$ cat src/rtl/tlu_emulator_pkg.sv
`default_nettype none
// +----------------------------------------------------------------------------+
// | Module   : tlu_emulator_pkg                                                |
// | Purpose  : Shared types and constants for the TLU emulator: handshake      |
// |            state encoding, skipped-counter width and default parameters.   |
// | Revision : 1.0 - initial release                                           |
// +----------------------------------------------------------------------------+
package tlu_emulator_pkg;

  typedef enum logic [2:0] {
    ST_IDLE      = 3'd0,
    ST_RESET     = 3'd1,
    ST_WAIT_BUSY = 3'd2,
    ST_SHIFT     = 3'd3,
    ST_WAIT_IDLE = 3'd4
  } state_e;

  localparam int C_SKIPPED_CNT_W = 16;

  localparam int C_DEF_TRIGGER_NUMBER_BITS = 15;
  localparam int C_DEF_RESET_LENGTH        = 4;
  localparam int C_DEF_BUSY_TIMEOUT        = 65535;

endpackage
`default_nettype wire

$ cat src/rtl/tlu_emulator_sync.sv
`default_nettype none
// +----------------------------------------------------------------------------+
// | Module   : tlu_emulator_sync                                               |
// | Purpose  : Two-flop synchronizer bringing a DUT-side level into CLK.       |
// | Ports    : clk   - destination clock                                       |
// |            rst_n - asynchronous active-low reset (clears both stages)      |
// |            d     - asynchronous input level                                |
// |            q     - synchronized level, two clk cycles behind d             |
// | Revision : 1.0 - initial release                                           |
// +----------------------------------------------------------------------------+
module tlu_emulator_sync (
  input  logic clk,
  input  logic rst_n,
  input  logic d,
  output logic q
);

  logic meta_q;
  logic sync_q;

  always_ff @(posedge clk or negedge rst_n) begin
    if (!rst_n) begin
      meta_q <= 1'b0;
      sync_q <= 1'b0;
    end else begin
      meta_q <= d;
      sync_q <= meta_q;
    end
  end

  assign q = sync_q;

endmodule
`default_nettype wire

$ cat src/rtl/tlu_emulator.sv
`default_nettype none
// +----------------------------------------------------------------------------+
// | Module   : tlu_emulator                                                    |
// | Purpose  : DUT-side model of an EUDAQ-style Trigger Logic Unit. Issues a   |
// |            trigger on TLU_TRIGGER, waits for TLU_BUSY, then shifts the     |
// |            trigger number out LSB first on rising edges of TLU_CLOCK.      |
// | Ports    : CLK, RST_N        - clock, asynchronous active-low reset        |
// |            ENABLE            - gates acceptance of TRIGGER_REQ             |
// |            TRIGGER_REQ       - one-cycle trigger request                   |
// |            NUMBER_RESET_REQ  - one-cycle number-clear / TLU_RESET request  |
// |            TLU_TRIGGER       - trigger line and serial number data         |
// |            TLU_RESET         - reset pulse to the DUT                      |
// |            TLU_BUSY/CLOCK    - DUT handshake inputs (asynchronous)         |
// |            TRIGGER_NUMBER    - number of the next trigger to issue         |
// |            ACTIVE            - handshake or reset in progress              |
// |            TIMEOUT_ERR       - one-cycle pulse on handshake abort          |
// |            SKIPPED_CNT       - saturating count of rejected requests       |
// | Revision : 1.0 - initial release                                           |
// +----------------------------------------------------------------------------+
module tlu_emulator
  import tlu_emulator_pkg::*;
#(
  parameter int TRIGGER_NUMBER_BITS = C_DEF_TRIGGER_NUMBER_BITS,
  parameter int RESET_LENGTH        = C_DEF_RESET_LENGTH,
  parameter int BUSY_TIMEOUT        = C_DEF_BUSY_TIMEOUT
) (
  input  logic                           CLK,
  input  logic                           RST_N,
  input  logic                           ENABLE,
  input  logic                           TRIGGER_REQ,
  input  logic                           NUMBER_RESET_REQ,
  output logic                           TLU_TRIGGER,
  output logic                           TLU_RESET,
  input  logic                           TLU_BUSY,
  input  logic                           TLU_CLOCK,
  output logic [TRIGGER_NUMBER_BITS-1:0] TRIGGER_NUMBER,
  output logic                           ACTIVE,
  output logic                           TIMEOUT_ERR,
  output logic [C_SKIPPED_CNT_W-1:0]     SKIPPED_CNT
);

  localparam int C_TO_W = $clog2(BUSY_TIMEOUT + 1);
  localparam int C_RL_W = (RESET_LENGTH > 1) ? $clog2(RESET_LENGTH) : 1;
  localparam logic [C_TO_W-1:0] C_TO_LAST = C_TO_W'(BUSY_TIMEOUT - 1);
  localparam logic [C_RL_W-1:0] C_RL_LAST = C_RL_W'(RESET_LENGTH - 1);

  logic busy_s;
  logic tclk_s;
  logic tclk_rise;
  logic timed_out;
  logic [TRIGGER_NUMBER_BITS-1:0] num_inc;

  state_e                         state_q,       state_d;
  logic [TRIGGER_NUMBER_BITS-1:0] shreg_q,       shreg_d;
  logic [TRIGGER_NUMBER_BITS-1:0] trig_num_q,    trig_num_d;
  logic [C_TO_W-1:0]              to_cnt_q,      to_cnt_d;
  logic [C_RL_W-1:0]              rl_cnt_q,      rl_cnt_d;
  logic [C_SKIPPED_CNT_W-1:0]     skipped_q,     skipped_d;
  logic                           tlu_trigger_q, tlu_trigger_d;
  logic                           tlu_reset_q,   tlu_reset_d;
  logic                           timeout_err_q, timeout_err_d;
  logic                           active_q,      active_d;
  logic                           tclk_prev_q,   tclk_prev_d;

  tlu_emulator_sync u_sync_busy (
    .clk   (CLK),
    .rst_n (RST_N),
    .d     (TLU_BUSY),
    .q     (busy_s)
  );

  tlu_emulator_sync u_sync_tclk (
    .clk   (CLK),
    .rst_n (RST_N),
    .d     (TLU_CLOCK),
    .q     (tclk_s)
  );

  assign tclk_prev_d = tclk_s;
  assign tclk_rise   = tclk_s & ~tclk_prev_q;
  // Counter was cleared on entry to WAIT_BUSY, so it holds (cycles spent - 1).
  assign timed_out   = (to_cnt_q == C_TO_LAST);
  assign num_inc     = trig_num_q + TRIGGER_NUMBER_BITS'(1);

  always_comb begin
    state_d       = state_q;
    shreg_d       = shreg_q;
    trig_num_d    = trig_num_q;
    to_cnt_d      = to_cnt_q;
    rl_cnt_d      = rl_cnt_q;
    tlu_trigger_d = tlu_trigger_q;
    tlu_reset_d   = tlu_reset_q;
    timeout_err_d = 1'b0;

    case (state_q)
      ST_IDLE: begin
        if (NUMBER_RESET_REQ) begin
          state_d     = ST_RESET;
          tlu_reset_d = 1'b1;
          rl_cnt_d    = '0;
          trig_num_d  = '0;
        end else if (TRIGGER_REQ && ENABLE) begin
          state_d       = ST_WAIT_BUSY;
          shreg_d       = trig_num_q;
          tlu_trigger_d = 1'b1;
          to_cnt_d      = '0;
        end
      end

      ST_RESET: begin
        if (rl_cnt_q == C_RL_LAST) begin
          state_d     = ST_IDLE;
          tlu_reset_d = 1'b0;
        end else begin
          rl_cnt_d = rl_cnt_q + C_RL_W'(1);
        end
      end

      ST_WAIT_BUSY: begin
        to_cnt_d = to_cnt_q + C_TO_W'(1);
        if (timed_out) begin
          state_d       = ST_IDLE;
          tlu_trigger_d = 1'b0;
          trig_num_d    = num_inc;
          timeout_err_d = 1'b1;
        end else if (busy_s) begin
          state_d       = ST_SHIFT;
          tlu_trigger_d = 1'b0;
        end
      end

      ST_SHIFT: begin
        to_cnt_d = to_cnt_q + C_TO_W'(1);
        if (timed_out) begin
          state_d       = ST_IDLE;
          tlu_trigger_d = 1'b0;
          trig_num_d    = num_inc;
          timeout_err_d = 1'b1;
        end else if (!busy_s) begin
          state_d       = ST_WAIT_IDLE;
          tlu_trigger_d = 1'b0;
          trig_num_d    = num_inc;
        end else if (tclk_rise) begin
          // Shifting zeros in from the top means clocks beyond the number
          // width naturally present 0 on the line.
          tlu_trigger_d = shreg_q[0];
          shreg_d       = shreg_q >> 1;
        end
      end

      ST_WAIT_IDLE: begin
        state_d = ST_IDLE;
      end

      default: begin
        state_d       = ST_IDLE;
        tlu_trigger_d = 1'b0;
        tlu_reset_d   = 1'b0;
      end
    endcase
  end

  assign active_d = (state_d != ST_IDLE);

  // A request is rejected when the emulator is busy, or when it collides with
  // a number reset in IDLE (the reset wins). ENABLE plays no part here.
  always_comb begin
    skipped_d = skipped_q;
    if (TRIGGER_REQ && ((state_q != ST_IDLE) || NUMBER_RESET_REQ) &&
        (skipped_q != '1)) begin
      skipped_d = skipped_q + C_SKIPPED_CNT_W'(1);
    end
  end

  always_ff @(posedge CLK or negedge RST_N) begin
    if (!RST_N) begin
      state_q       <= ST_IDLE;
      shreg_q       <= '0;
      trig_num_q    <= '0;
      to_cnt_q      <= '0;
      rl_cnt_q      <= '0;
      skipped_q     <= '0;
      tlu_trigger_q <= 1'b0;
      tlu_reset_q   <= 1'b0;
      timeout_err_q <= 1'b0;
      active_q      <= 1'b0;
      tclk_prev_q   <= 1'b0;
    end else begin
      state_q       <= state_d;
      shreg_q       <= shreg_d;
      trig_num_q    <= trig_num_d;
      to_cnt_q      <= to_cnt_d;
      rl_cnt_q      <= rl_cnt_d;
      skipped_q     <= skipped_d;
      tlu_trigger_q <= tlu_trigger_d;
      tlu_reset_q   <= tlu_reset_d;
      timeout_err_q <= timeout_err_d;
      active_q      <= active_d;
      tclk_prev_q   <= tclk_prev_d;
    end
  end

  assign TLU_TRIGGER    = tlu_trigger_q;
  assign TLU_RESET      = tlu_reset_q;
  assign TRIGGER_NUMBER = trig_num_q;
  assign ACTIVE         = active_q;
  assign TIMEOUT_ERR    = timeout_err_q;
  assign SKIPPED_CNT    = skipped_q;

endmodule
`default_nettype wire
$ cat config.mk
export PLATFORM = sky130hd
export DESIGN_NAME = tlu_emulator
export DESIGN_NICKNAME = d
export VERILOG_FILES = /design/src/rtl/tlu_emulator_pkg.sv /design/src/rtl/tlu_emulator_sync.sv /design/src/rtl/tlu_emulator.sv
export SDC_FILE = /design/constraint.sdc
export NUM_CORES = 1
export LEC_CHECK = 0
export CORE_AREA = 2 2 107 109
export CTS_CLUSTER_DIAMETER = 80
export DETAILED_ROUTE_END_ITERATION = 6
export DIE_AREA = 0 0 109 111
export GPL_ROUTABILITY_DRIVEN = 0
export SETUP_SLACK_MARGIN = 0.1
export SKIP_LAST_GASP = 1
export SLEW_MARGIN = 20
export SYNTH_ARGS = -nofsm -noshare
export SYNTH_HDL_FRONTEND = slang
export SYNTH_HIERARCHICAL = 1
export SYNTH_SLANG_ARGS = --single-unit
$ cat constraint.sdc
create_clock -name CLK -period 2.5 [get_ports CLK]
set_input_delay 0.25 -clock CLK [delete_from_list [all_inputs] [get_ports CLK]]
set_output_delay 0.25 -clock CLK [all_outputs]
set_load 0.02 [all_outputs]
==> run_results.csv <==
group,metric,value,unit
outcome,outcome,"finished, final reports clean",
critical_path,endpoint_kind,"flop",
pwr,p_total,4.41,mW
final_layout,drive_gt1_frac,0.0822,
timing,hold_viol,0,
logic_synthesis,synthCells,375,
global_routing,antenna_found_initial,0,
final_layout,fin_nets,435,
logic_synthesis,synthFlopType,"dfrtp_1",
timing,finalCritPeriodShare,0.843,
detailed_routing,wl,8030,µm
critical_path,required,2.75,ns
clocking,htreeDepth,3,
clocking,post-cts-setup-buffer-count,0,
timing,drv_slew,0,
job,cap_viol_max_count,0,
placement,hpwlAfterDp,5640,µm
detailed_routing,drt-initial-drc-count,121,
logic_synthesis,ys_types,52,
logic_synthesis,synth_edf_count,0,
clocking,cts_buffers,9,
critical_path,crit_fanout,17,
logic_synthesis,synth.net_count,387,
final_layout,final_cell_mix,"dfrtp_1, nand2_1, clkdlybuf4s50_1",
critical_path,crit_arrival,2.36,ns
logic_synthesis,netlist_area,3760,µm²
clocking,cts.root.buffer_cell,"clkbuf_16",
floorplanning,core,11100,µm²
timing,fin_crit,2.11,ns
detailed_routing,drc_errors,0,
final_layout,layout_commonest_cell,"dfrtp_1",
timing,tns,0,ns
clocking,cts-resized-gates,0,
logic_synthesis,ys_async_sr_fraction,1.00,
timing,tightest_slew,0.953,ns
clocking,cts.hold.buffers_added,0,
floorplanning,io_pins,42,
timing,setup_violations,0,
detailed_routing,vias_per_cell,5.08,
placement,portBuffers,41,
detailed_routing,dr.pass1.iters,4,
pwr,ir_worst_vdd,0.505,mV
logic_synthesis,yosysWarnings,6,
timing,rsz0062_at_grt,"false",
placement,dpl.cell_count,555,
floorplanning,num_rows,39,
timing,fmax,0.474,GHz
detailed_routing,ant_nets,0,
global_routing,gr-usage-all-layers,0.147,
detailed_routing,wire_per_inst,14.1,µm
timing,holdWs,0.0696,ns
final_layout,fillers,1061,
clocking,clk_path_buf_depth,2,
global_routing,grt_start_max_net_pins,77,
final_layout,layout.cells.non_filler,569,
floorplanning,dieArea,12100,µm²
timing,relSlewSlack,0.364,
logic_synthesis,syn_avg_cell_area,10.0,µm²
detailed_routing,vias,2888,
logic_synthesis,synth-seq-cells,76,
clocking,clkTransAtPathRegs,0.06,ns
floorplanning,initial_core_util,0.339,
final_layout,area_growth,23.5,%
final_layout,diodes,0,
logic_synthesis,synth-seq-area-share,0.506,
clocking,clkLatencyLatePin,0.33,ns
global_routing,grt_remaining_overflow,0,
min_path,worstHoldPathType,"in2async",
pwr,leakage,2.01,nW
pwr,power_density,949,nW/µm²
clocking,clock-sinks,76,
floorplanning,chipWidth,109,µm
clocking,cts_tree,"built",
global_routing,grt_pass1_vias,2837,
timing,fin_worst_skew,0.00352,ns
floorplanning,fp.dieH,111,µm
critical_path,crit_path_start_kind,"flop",
global_routing,grt_pass1_wl,14100,µm
critical_path,path_class,"reg2reg",
## metal layers
layer / up-vias / track usage / wire, µm
met1: 1396 / 0.199 / 3830
met3: 9 / 0.0312 / 177
met2: 33 / 0.229 / 3880
met5: - / 0 / 0
met4: 0 / 0.0590 / 142
li1: 1450 / - / -
## synthesized netlist by cell type, types with 8 or more instances
cell	instances	area share
nand2_1	49	0.049
dfrtp_1	76	0.51
nor2_1	19	0.019
nand4_1	12	0.020
nand3_1	22	0.029
a21oi_1	14	0.019
o21ai_1	27	0.036
nor3_1	11	0.015
xnor2_1	17	0.040
inv_1	8	0.0080
o21ai_0	8	0.011
xor2_1	8	0.019
mux2i_1	16	0.043
## worst paths after layout
| kind | start | endpoint | slack, ns | depth (start not counted) |
|---|---|---|---|---|
| setup reg to reg | to_cnt_q[0]$_DFFE_PN0P_ | TRIGGER_NUMBER[5]$_DFFE_PN0P_ | 0.39 | 8 |
| hold / removal | RST_N | TRIGGER_NUMBER[9]$_DFFE_PN0P_ | 0.07 | 1 |
| max in group asynchronous | RST_N | SKIPPED_CNT[14]$_DFFE_PN0P_ | 1.81 | 1 |
| hold reg to reg | u_sync_busy/meta_q$_DFF_PN0_ | u_sync_busy/q$_DFF_PN0_ | 0.35 | 0 |
| min in group CLK | u_sync_busy/meta_q$_DFF_PN0_ | u_sync_busy/q$_DFF_PN0_ | 0.35 | 0 |
| setup / recovery | to_cnt_q[0]$_DFFE_PN0P_ | TRIGGER_NUMBER[5]$_DFFE_PN0P_ | 0.39 | 8 |
## where the power goes
group	internal, mW	switching [mW]
Combinational	0.554	0.767
Clock	0.860	0.481
Sequential	1.46	0.286
Total	2.87	1.53
## stage by stage
step,setup WS [ns],util,area (µm²)
2_1_floorplan,0.676,-,3760
3_3_place_gp,0.327,0.392,4340
3_5_place_dp,0.307,0.392,4340
4_1_cts,0.367,0.419,4640
5_1_grt,0.254,0.419,4640
6_report,0.392,0.419,4640
## critical path, cell delays in order (launching register included)
cell      delay (ns)
dfrtp_1         0.41
inv_1           0.07
ha_1            0.17
nand4_1         0.13
nor4_4          0.28
a211oi_2        0.12
buf_4           0.20
or4_1           0.51
a21oi_1         0.15
## state kept, by name, indices dropped and copies added, names as in the netlist, 2 cells and up
name and count:
shreg_q 15, TRIGGER_NUMBER 15, to_cnt_q 16, SKIPPED_CNT 16, rl_cnt_q 2, state_q 3
## cells by family (layout without fill, tap and decap cells)
family,Yosys count,count (layout),synth area share
AND/OR/NAND/NOR,157,157,0.223
multiplexers,19,19,0.0516
buffers and inverters,23,74,0.0303
AO/OA/AOI/OAI,70,70,0.114
adder cells (fa/ha/maj),5,5,0.0166
flip-flops,76,76,0.506
XOR/XNOR,25,25,0.0583
## layout make-up
| class | count | area, µm² | share of cell area |
|---|---|---|---|
| multi-input combinational | 276 | 1740 | 0.376 |
| tap | 143 | 179 | 0.0386 |
| sequential | 76 | 1900 | 0.410 |
| inverter | 10 | 37.5 | 0.00809 |
| clock buffer | 9 | 225 | 0.0485 |
| clock inverter | 5 | 78.8 | 0.0170 |
| timing repair buffer | 50 | 475 | 0.102 |
Note: power is estimated with default switching activity, not from simulation.
